[config.mk]
export PLATFORM = sky130hd
export DESIGN_NAME = x_cmd_ctrl
export DESIGN_NICKNAME = d
export VERILOG_FILES = /design/src/rtl/x_cmd_pkg.sv /design/src/rtl/x_sync2.sv /design/src/rtl/x_cmd_ctrl.sv
export SDC_FILE = /design/constraint.sdc
export NUM_CORES = 1
export LEC_CHECK = 0
export ABC_CLOCK_PERIOD_IN_PS = 2000
export CORE_MARGIN = 2
export CORE_UTILIZATION = 30
export DETAILED_ROUTE_END_ITERATION = 16
export MAX_ROUTING_LAYER = met4
export PLACE_DENSITY = 0.51
export SYNTH_ARGS = -nofsm -noshare
export SYNTH_HDL_FRONTEND = slang
export SYNTH_SLANG_ARGS = --single-unit
[constraint.sdc]
create_clock -name i_clk -period 2 [get_ports i_clk]
set_clock_uncertainty 0.1 [all_clocks]
set_input_delay 0.4 -clock i_clk [delete_from_list [all_inputs] [get_ports i_clk]]
set_output_delay 0.4 -clock i_clk [all_outputs]
set_load 0.02 [all_outputs]
[src/rtl/x_cmd_pkg.sv]
// Shared types and byte constants for the UART command controller.
// Holds the FSM state encoding and the command/response byte values.
package x_cmd_pkg;

  typedef enum logic [1:0] {
    ST_IDLE    = 2'd0,
    ST_WR_DATA = 2'd1,
    ST_SEND    = 2'd2
  } state_t;

  localparam logic [7:0] cmd_write = 8'h57;
  localparam logic [7:0] cmd_read  = 8'h52;
  localparam logic [7:0] rsp_ack   = 8'h4B;
  localparam logic [7:0] rsp_err   = 8'h3F;

  localparam logic [1:0] last_wr_idx = 2'd3;

  // Places a received write byte into its little-endian lane of the partial word.
  function automatic logic [23:0] insert_byte(input logic [23:0] shadow,
                                              input logic [1:0]  idx,
                                              input logic [7:0]  data);
    logic [23:0] res;
    res = shadow;
    case (idx)
      2'd0:    res[7:0]   = data;
      2'd1:    res[15:8]  = data;
      2'd2:    res[23:16] = data;
      default: res        = shadow;
    endcase
    return res;
  endfunction

endpackage

[src/rtl/x_sync2.sv]
// Two-flop synchroniser for a bus sampled from another clock domain.
// Both stages clear on synchronous reset.
module x_sync2 #(
  parameter int p_width = 32
) (
  input  logic               i_clk,
  input  logic               i_rst,
  input  logic [p_width-1:0] i_d,
  output logic [p_width-1:0] o_q
);

  logic [p_width-1:0] meta_r;

  // Two register stages to let metastability resolve before use.
  always_ff @(posedge i_clk) begin
    if (i_rst) begin
      meta_r <= {p_width{1'b0}};
      o_q    <= {p_width{1'b0}};
    end else begin
      meta_r <= i_d;
      o_q    <= meta_r;
    end
  end

endmodule

[src/rtl/x_cmd_ctrl.sv]
// UART byte command controller: 'W' + 4 bytes writes o_data, 'R' returns the
// synchronised i_data LSB first, anything else answers '?'.
module x_cmd_ctrl
  import x_cmd_pkg::*;
#(
  parameter int p_clk_hz         = 48000000,
  parameter int p_timeout_cycles = p_clk_hz / 10
) (
  input  logic        i_clk,
  input  logic        i_rst,
  input  logic        i_rx_valid,
  input  logic [7:0]  i_rx_byte,
  output logic        o_tx_valid,
  output logic [7:0]  o_tx_byte,
  input  logic        i_tx_ready,
  output logic [31:0] o_data,
  input  logic [31:0] i_data,
  output logic        o_overrun
);

  localparam int cnt_w = $clog2(p_timeout_cycles + 1);
  localparam logic [cnt_w-1:0] to_last = cnt_w'(p_timeout_cycles - 1);

  state_t           state_r;
  logic [1:0]       idx_r;
  logic [23:0]      wr_shadow_r;
  logic [23:0]      tx_shadow_r;
  logic [1:0]       tx_rem_r;
  logic [cnt_w-1:0] to_cnt_r;
  logic [31:0]      data_sync_s;

  x_sync2 #(.p_width(32)) u_sync (
    .i_clk (i_clk),
    .i_rst (i_rst),
    .i_d   (i_data),
    .o_q   (data_sync_s)
  );

  // Command FSM; every output is registered so o_tx_valid never sees i_tx_ready combinationally.
  always_ff @(posedge i_clk) begin
    if (i_rst) begin
      state_r     <= ST_IDLE;
      idx_r       <= 2'd0;
      wr_shadow_r <= 24'd0;
      tx_shadow_r <= 24'd0;
      tx_rem_r    <= 2'd0;
      to_cnt_r    <= {cnt_w{1'b0}};
      o_tx_valid  <= 1'b0;
      o_tx_byte   <= 8'd0;
      o_data      <= 32'd0;
      o_overrun   <= 1'b0;
    end else begin
      case (state_r)
        ST_IDLE: begin
          to_cnt_r <= {cnt_w{1'b0}};
          if (i_rx_valid) begin
            if (i_rx_byte == cmd_write) begin
              state_r <= ST_WR_DATA;
              idx_r   <= 2'd0;
            end else if (i_rx_byte == cmd_read) begin
              // First byte goes straight out; the upper three wait in the shadow.
              o_tx_byte   <= data_sync_s[7:0];
              tx_shadow_r <= data_sync_s[31:8];
              tx_rem_r    <= 2'd3;
              o_tx_valid  <= 1'b1;
              state_r     <= ST_SEND;
            end else begin
              o_tx_byte  <= rsp_err;
              tx_rem_r   <= 2'd0;
              o_tx_valid <= 1'b1;
              state_r    <= ST_SEND;
            end
          end
        end

        ST_WR_DATA: begin
          if (i_rx_valid) begin
            to_cnt_r <= {cnt_w{1'b0}};
            if (idx_r == last_wr_idx) begin
              o_data     <= {i_rx_byte, wr_shadow_r};
              o_tx_byte  <= rsp_ack;
              tx_rem_r   <= 2'd0;
              o_tx_valid <= 1'b1;
              state_r    <= ST_SEND;
              idx_r      <= 2'd0;
            end else begin
              wr_shadow_r <= insert_byte(wr_shadow_r, idx_r, i_rx_byte);
              idx_r       <= idx_r + 2'd1;
            end
          end else if (to_cnt_r == to_last) begin
            // Stalled write: drop it silently, o_data keeps its old value.
            to_cnt_r <= {cnt_w{1'b0}};
            idx_r    <= 2'd0;
            state_r  <= ST_IDLE;
          end else begin
            to_cnt_r <= to_cnt_r + {{(cnt_w-1){1'b0}}, 1'b1};
          end
        end

        ST_SEND: begin
          if (i_rx_valid) begin
            o_overrun <= 1'b1;
          end
          if (o_tx_valid && i_tx_ready) begin
            if (tx_rem_r == 2'd0) begin
              o_tx_valid <= 1'b0;
              state_r    <= ST_IDLE;
            end else begin
              o_tx_byte   <= tx_shadow_r[7:0];
              tx_shadow_r <= {8'd0, tx_shadow_r[23:8]};
              tx_rem_r    <= tx_rem_r - 2'd1;
            end
          end
        end

        default: begin
          o_tx_valid <= 1'b0;
          state_r    <= ST_IDLE;
        end
      endcase
    end
  end

endmodule
After elaboration in Yosys (flattened, before gate mapping)

Cells that the tools add are included.

Bits in registers: 183
Bits in latches: 0
RAM bits: 0
Bits in read-only memories: 0
Memories: 0

$add $sub $neg: 3
Multiply operators: 0
Divide/modulo/power cells: 0
Order comparisons: 0
Equality and inequality tests: 19
Shift-type cells: 0
Muxes and demuxes: 45
Bitwise logic cells: 1
Reduce and logical (&&, ||, !) cells: 17

Operator list:

| operator                | count |
|---|---|
| $mux W24                | 5 |
| $mux W8                 | 7 |
| $pmux W24 S2            | 1 |
| $mux W23                | 2 |
| $pmux W23 S2            | 1 |
| $mux W2                 | 18 |
| $pmux W8 S3             | 1 |
| $add A23 B1 Y23 const B | 1 |
| $eq A23 B23 Y1 const B  | 1 |
| $ne A2 B2 Y1 const B    | 9 |
| $eq A8 B7 Y1 const B    | 2 |
| $reduce_and A4 Y1       | 4 |
| $pmux W2 S3             | 2 |
| $reduce_and A6 Y1       | 2 |
| $reduce_and A7 Y1       | 1 |
| $eq A2 B2 Y1 const B    | 3 |
| $logic_not A2 Y1        | 3 |
| $mux W1                 | 6 |
| $ne A3 B3 Y1 const B    | 2 |
| $reduce_and A5 Y1       | 1 |
| $eq A2 B1 Y1 const B    | 2 |
| $pmux W2 S2             | 1 |
| $reduce_bool A2 Y1      | 2 |
| $pmux W1 S3             | 1 |
| other kinds (7)         | 7 |

Logic depth before layout (Yosys ltp)

Depth after elaboration: 5
Depth in mapped cells: 10
Gate-level depth less buffers: 7

Hierarchy

Synthesis repeated with hierarchy kept, for this count alone.

Cells, all modules: 755
Area, all modules: 7020.5 sq um

By module, submodules not included:

| module     | instances | cells an instance | area each (sq um) | sequential area each (sq um) |
|---|---|---|---|---|
| x_cmd_ctrl | 1         | 620               | 5102.4            | 2382.3 |
| x_sync2    | 1         | 135               | 1918.1            | 1281.2 |

Worst setup path after synthesis

OpenSTA, ideal clock, no wires.

Path type: register to register
Start point: reg to_cnt_r[0]
End point: reg to_cnt_r[22]
Data arrival time: 1.964 ns
Data required time: 1.838 ns
Setup slack: -0.126 ns
Cell stages (with the launch flop): 8
Path buffers: 1
Period minus slack after synthesis: 2.126 ns
Path through: dfxtp_1 > ha_1 > nand3_2 > or3_1 > clkbuf_2 > or3_1 > or4_1 > nand3_1

Cells in the longest elaborated chain, start to end: 4

Ends and longest elaborated chain:

| item                                              | line                               | text |
|---|---|---|
| from (decl)                                       | x_cmd_ctrl.sv:29                   | `logic [cnt_w-1:0] to_cnt_r;` |
| from (signal assigned)                            | x_cmd_ctrl.sv:47                   | `to_cnt_r <= {cnt_w{1'b0}};` |
| from (signal assigned)                            | x_cmd_ctrl.sv:55                   | `to_cnt_r <= {cnt_w{1'b0}};` |
| from (signal assigned)                            | x_cmd_ctrl.sv:78                   | `to_cnt_r <= {cnt_w{1'b0}};` |
| $add A23 B1 Y23 or $eq A23 B23 Y1 (tied branches) | x_cmd_ctrl.sv:96, x_cmd_ctrl.sv:90 |  |
| $mux W23 *                                        | x_cmd_ctrl.sv:90                   | `end else if (to_cnt_r == to_last) begin` |
| $mux W23 *                                        | x_cmd_ctrl.sv:77                   | `if (i_rx_valid) begin` |
| $pmux W23 S2 *                                    | x_cmd_ctrl.sv:53                   | `case (state_r)` |

Every way passes the cells marked *; elsewhere a longest branch is shown, timed or not.
A chain may end at the register's enable or synchronous reset.

Worst setup path in the final report

Start point: reg to_cnt_r[1]
End point: reg to_cnt_r[20]

The elaborated chain is that of the path after synthesis.

==> impl_metrics.py <==
metrics = {
    "global_route": {
        "grt_first_pass_wirelength_um": 28100,
        "groute.usage.overall": 0.1481,
        "overflow": 0,
        "pin_count_of_the_biggest_net_entering_global_routing": 53,
        "grt_antenna_before_repair": 0,
        "via_count_of_the_first_global_routing_pass": 5583,
    },
    "worst_setup_path": {
        "worstPathRequired_ns": 2.27,
        "path_depth": 7,
        "cp_num_buf_inv": 1,
        "cp_top_family": "simple AND/OR/NAND/NOR gates",
        "rr_worst_depth": 7,
        "cp_slowest_cell": "or4_1",
        "worstPathMaxFanout": 4,
        "worst_path_most_repeated_cell": "or3_4",
        "cpPeakStageDelay_ns": 0.44,
        "ff_to_ff_setup_slack_ns": -0.10,
        "worstSetupPathType": "flip-flop to flip-flop",
        "crit_path_cell_trace": "ha_4 > buf_6 > nand3_4 > or3_4 > or3_4 > or4_1 > nand3_2",
        "setup.worst_path.end_class": "flip-flop",
        "start_kind": "flip-flop",
        "worstPathArrival_ns": 2.38,
    },
    "routing": {
        "detail-route-antenna-nets": 0,
        "wl_per_cell_um": 13.73,
        "drt_iter0_markers": 302,
        "remaining_drc_errors": 0,
        "dr_total_vias": 5795,
        "routed_wl_um": 17530,
        "detail_route.first_pass.iterations": 4,
        "drt-vias-per-instance": 4.538,
    },
    "sta": {
        "achievable-frequency_ghz": 0.4760,
        "final-setup-viol-count": 8,
        "postLayoutSetupSlackWorst_ns": -0.1007,
        "relSlewSlack": 0.7453,
        "min_period_ns": 2.101,
        "tightestPinTransition_ns": 0.3821,
        "totalNegativeSetupSlack_ns": -0.3173,
        "finalHoldViolCount": 0,
        "rsz0062_at_grt": "true",
        "share_of_the_clock_period_used_by_the_worst_path_after_layout": 1.050,
        "fin_worst_hold_slack_ns": 0.2062,
        "timing_max_transition_violations_final": 0,
    },
    "logic_synthesis": {
        "yosys-mux-area-fraction": 0.02545,
        "async_reset_ff_frac": 0,
        "post_synth_xor_area_fraction": 0.002474,
        "synthesis.nets": 833,
        "synth_top_cell_by_area": "dfxtp_1",
        "synth_enable_flop_cells": 0,
        "post_synth_instance_area_um2": 7079,
        "syn_inst": 779,
        "yosys.cell_types.count": 58,
        "main_combinational_cell_family_by_area_after_synthesis": "simple AND/OR/NAND/NOR gates",
        "synth_compound_area_frac": 0.1608,
        "syn-mean-instance-area_um2": 9.088,
        "seq_area_frac_synth": 0.5175,
        "yosys.cell_count.top_type": "dfxtp_1",
        "yosys.area_share.adder": 0.01767,
        "synth-main-ff-cell": "dfxtp_1",
        "synth_warnings": 0,
        "synth_top_cell_area_share": 0.5175,
        "synth-simple-area-share": 0.2368,
        "netlist_top_cells_count": "dfxtp_1, nand2_1, a21oi_1",
        "ys_ff_latch": 183,
        "ys_top_cells_by_area": "dfxtp_1, nand2_1, nor2b_1",
    },
    "floorplanning": {
        "top_level_ports": 86,
        "die-area_um2": 24840,
        "rows": 56,
        "die_y_um": 157.6,
        "placeableCoreArea_um2": 23330,
        "initial_utilization": 0.3034,
        "width_of_the_die_um": 157.6,
    },
    "clock_tree": {
        "clockBufferDepth": 2,
        "tritoncts_clock_tree": "built",
        "clk_pin_slew_ns": 0.08,
        "count_of_clock_tree_sinks": 183,
        "cts.root.buffer_cell": "clkbuf_16",
        "h_tree_level_count": 4,
        "cts_buffers": 17,
        "insertion_delay_ns": 0.43,
    },
    "finish": {
        "finalInstanceArea_um2": 10110,
        "n_antenna_cell": 0,
        "synthToLayoutAreaGrowth_pct": 42.79,
        "count_of_non_filler_cells_in_the_finished_layout": 1277,
        "final_layout_size_suffix_gt1_frac": 0.2255,
        "nNetsFinal": 999,
    },
    "pwr": {
        "leakage_nw": 3.634,
        "power_density_nw_per_um2": 834.9,
        "finalPower_mw": 8.440,
        "irDropWorstVdd_mv": 0.4935,
    },
    "min_path": {
        "whs_path_depth": 2,
        "worst_hold_class": "input port to flip-flop",
    },
    "placement": {
        "postPlaceCellArea_um2": 8882,
        "hpwl_after_dpl_um": 11600,
        "routabilityCongestion": 0.7674,
        "port_buffers": 85,
        "post_placement_cell_count": 1223,
    },
    "status": {
        "result_of_the_run": "complete, but fails checks",
        "failed_checks": "setup timing",
    },
    "run": {
        "maxCapViolations": 0,
    },
}
-- path summary, 6_finish.rpt --
kind,from,end
max,to_cnt_r[1]$_SDFFE_PP0P_,to_cnt_r[20]$_SDFFE_PP0P_
min,i_rst,to_cnt_r[0]$_SDFFE_PP0P_
min reg2reg,u_sync.meta_r[9]$_SDFF_PP0_,u_sync.o_q[9]$_SDFF_PP0_
max reg2reg,to_cnt_r[1]$_SDFFE_PP0P_,to_cnt_r[20]$_SDFFE_PP0P_
-- placed cells by master, fill, tap and decap left out, types with 4 or more instances in the layout --
cell             count
dfxtp_2              8
a211oi_2            16
buf_16               4
inv_8                4
or3_4                4
a211oi_1             6
nand3_1             14
a311oi_1             5
a21oi_1             74
dfxtp_1            175
inv_1                8
a21boi_0            10
nand4_1              8
a211o_1              7
mux2i_1             18
nand2_1            141
buf_6               11
clkinv_8             4
o21ai_0              7
nand4b_1             7
buf_12               8
a31oi_1             11
ha_1                 5
nor2_1              46
clkdlybuf4s50_1     75
nor2b_1             66
clkbuf_16           17
ha_4                 4
nand3b_1             9
nor3_1               6
buf_4               91
dlygate4sd2_1        6
a21oi_2              4
-- registers in the layout (all words and copies together) (netlist names) --
name           cells
o_data            32
tx_shadow_r       24
tx_rem_r           2
o_overrun          1
u_sync.meta_r     32
u_sync.o_q        32
o_tx_byte          8
idx_r              2
wr_shadow_r       24
o_tx_valid         1
to_cnt_r          23
state_r            2
-- area by class of cell --
type / count / area (um2)
clock buffers: 19 / 442.9
clock inverters: 13 / 181.4
fillers: 2310 / 13220
inverters: 11 / 41.29
multi-input cells: 532 / 3387
flip-flops and latches: 183 / 3674
well taps: 319 / 399.1
repair buffers: 200 / 1983
-- metrics by stage --
stage | worst slack, ns | utilization
after floorplan | -0.02389 | -
after CTS | -0.06351 | 0.4244
after global routing | -0.1524 | 0.4332
after global placement | -0.5301 | 0.3807
final | -0.1007 | 0.4332
after detailed placement | -0.5559 | 0.3807
-- report_power, final --
part	switching, mW	internal, mW	leakage [nW]	total [mW]
Combinational	0.547	0.574	1.84	1.12
Clock	1.63	1.85	0.300	3.48
Sequential	0.0587	3.78	1.50	3.84
Total	2.24	6.20	3.63	8.44
-- logic make-up (layout without fill, tap and decap cells) --
| family | after synthesis | in the layout |
|---|---|---|
| flip-flops | 183 | 183 |
| AO/OA/AOI/OAI | 164 | 164 |
| adder cells (fa/ha/maj) | 10 | 10 |
| AND/OR/NAND/NOR | 338 | 338 |
| multiplexers | 18 | 18 |
| buffers and inverters | 64 | 243 |
| XOR/XNOR | 2 | 2 |
-- repair_timing --
item / 4_1_cts / 5_1_grt
setup buffers: 16 / 2
endpoints found under the hold margin: 0 / 0
pin swaps: 8 / 27
hold buffers: 0 / 0
gates cloned: 6 / 0
endpoints found under the setup margin: 52 / 56
resized for setup: 31 / 52
-- metal layers --
layer | GRT usage | routed length (um) | vias to the layer above
li1 | - | - | 3035
met1 | 0.1873 | 8506 | 2668
met3 | 0.03230 | 410 | 15
met2 | 0.2385 | 8387 | 77
met5 | - | 0 | -
met4 | 0.04329 | 225 | 0
Power figures use the tool's default switching activity.
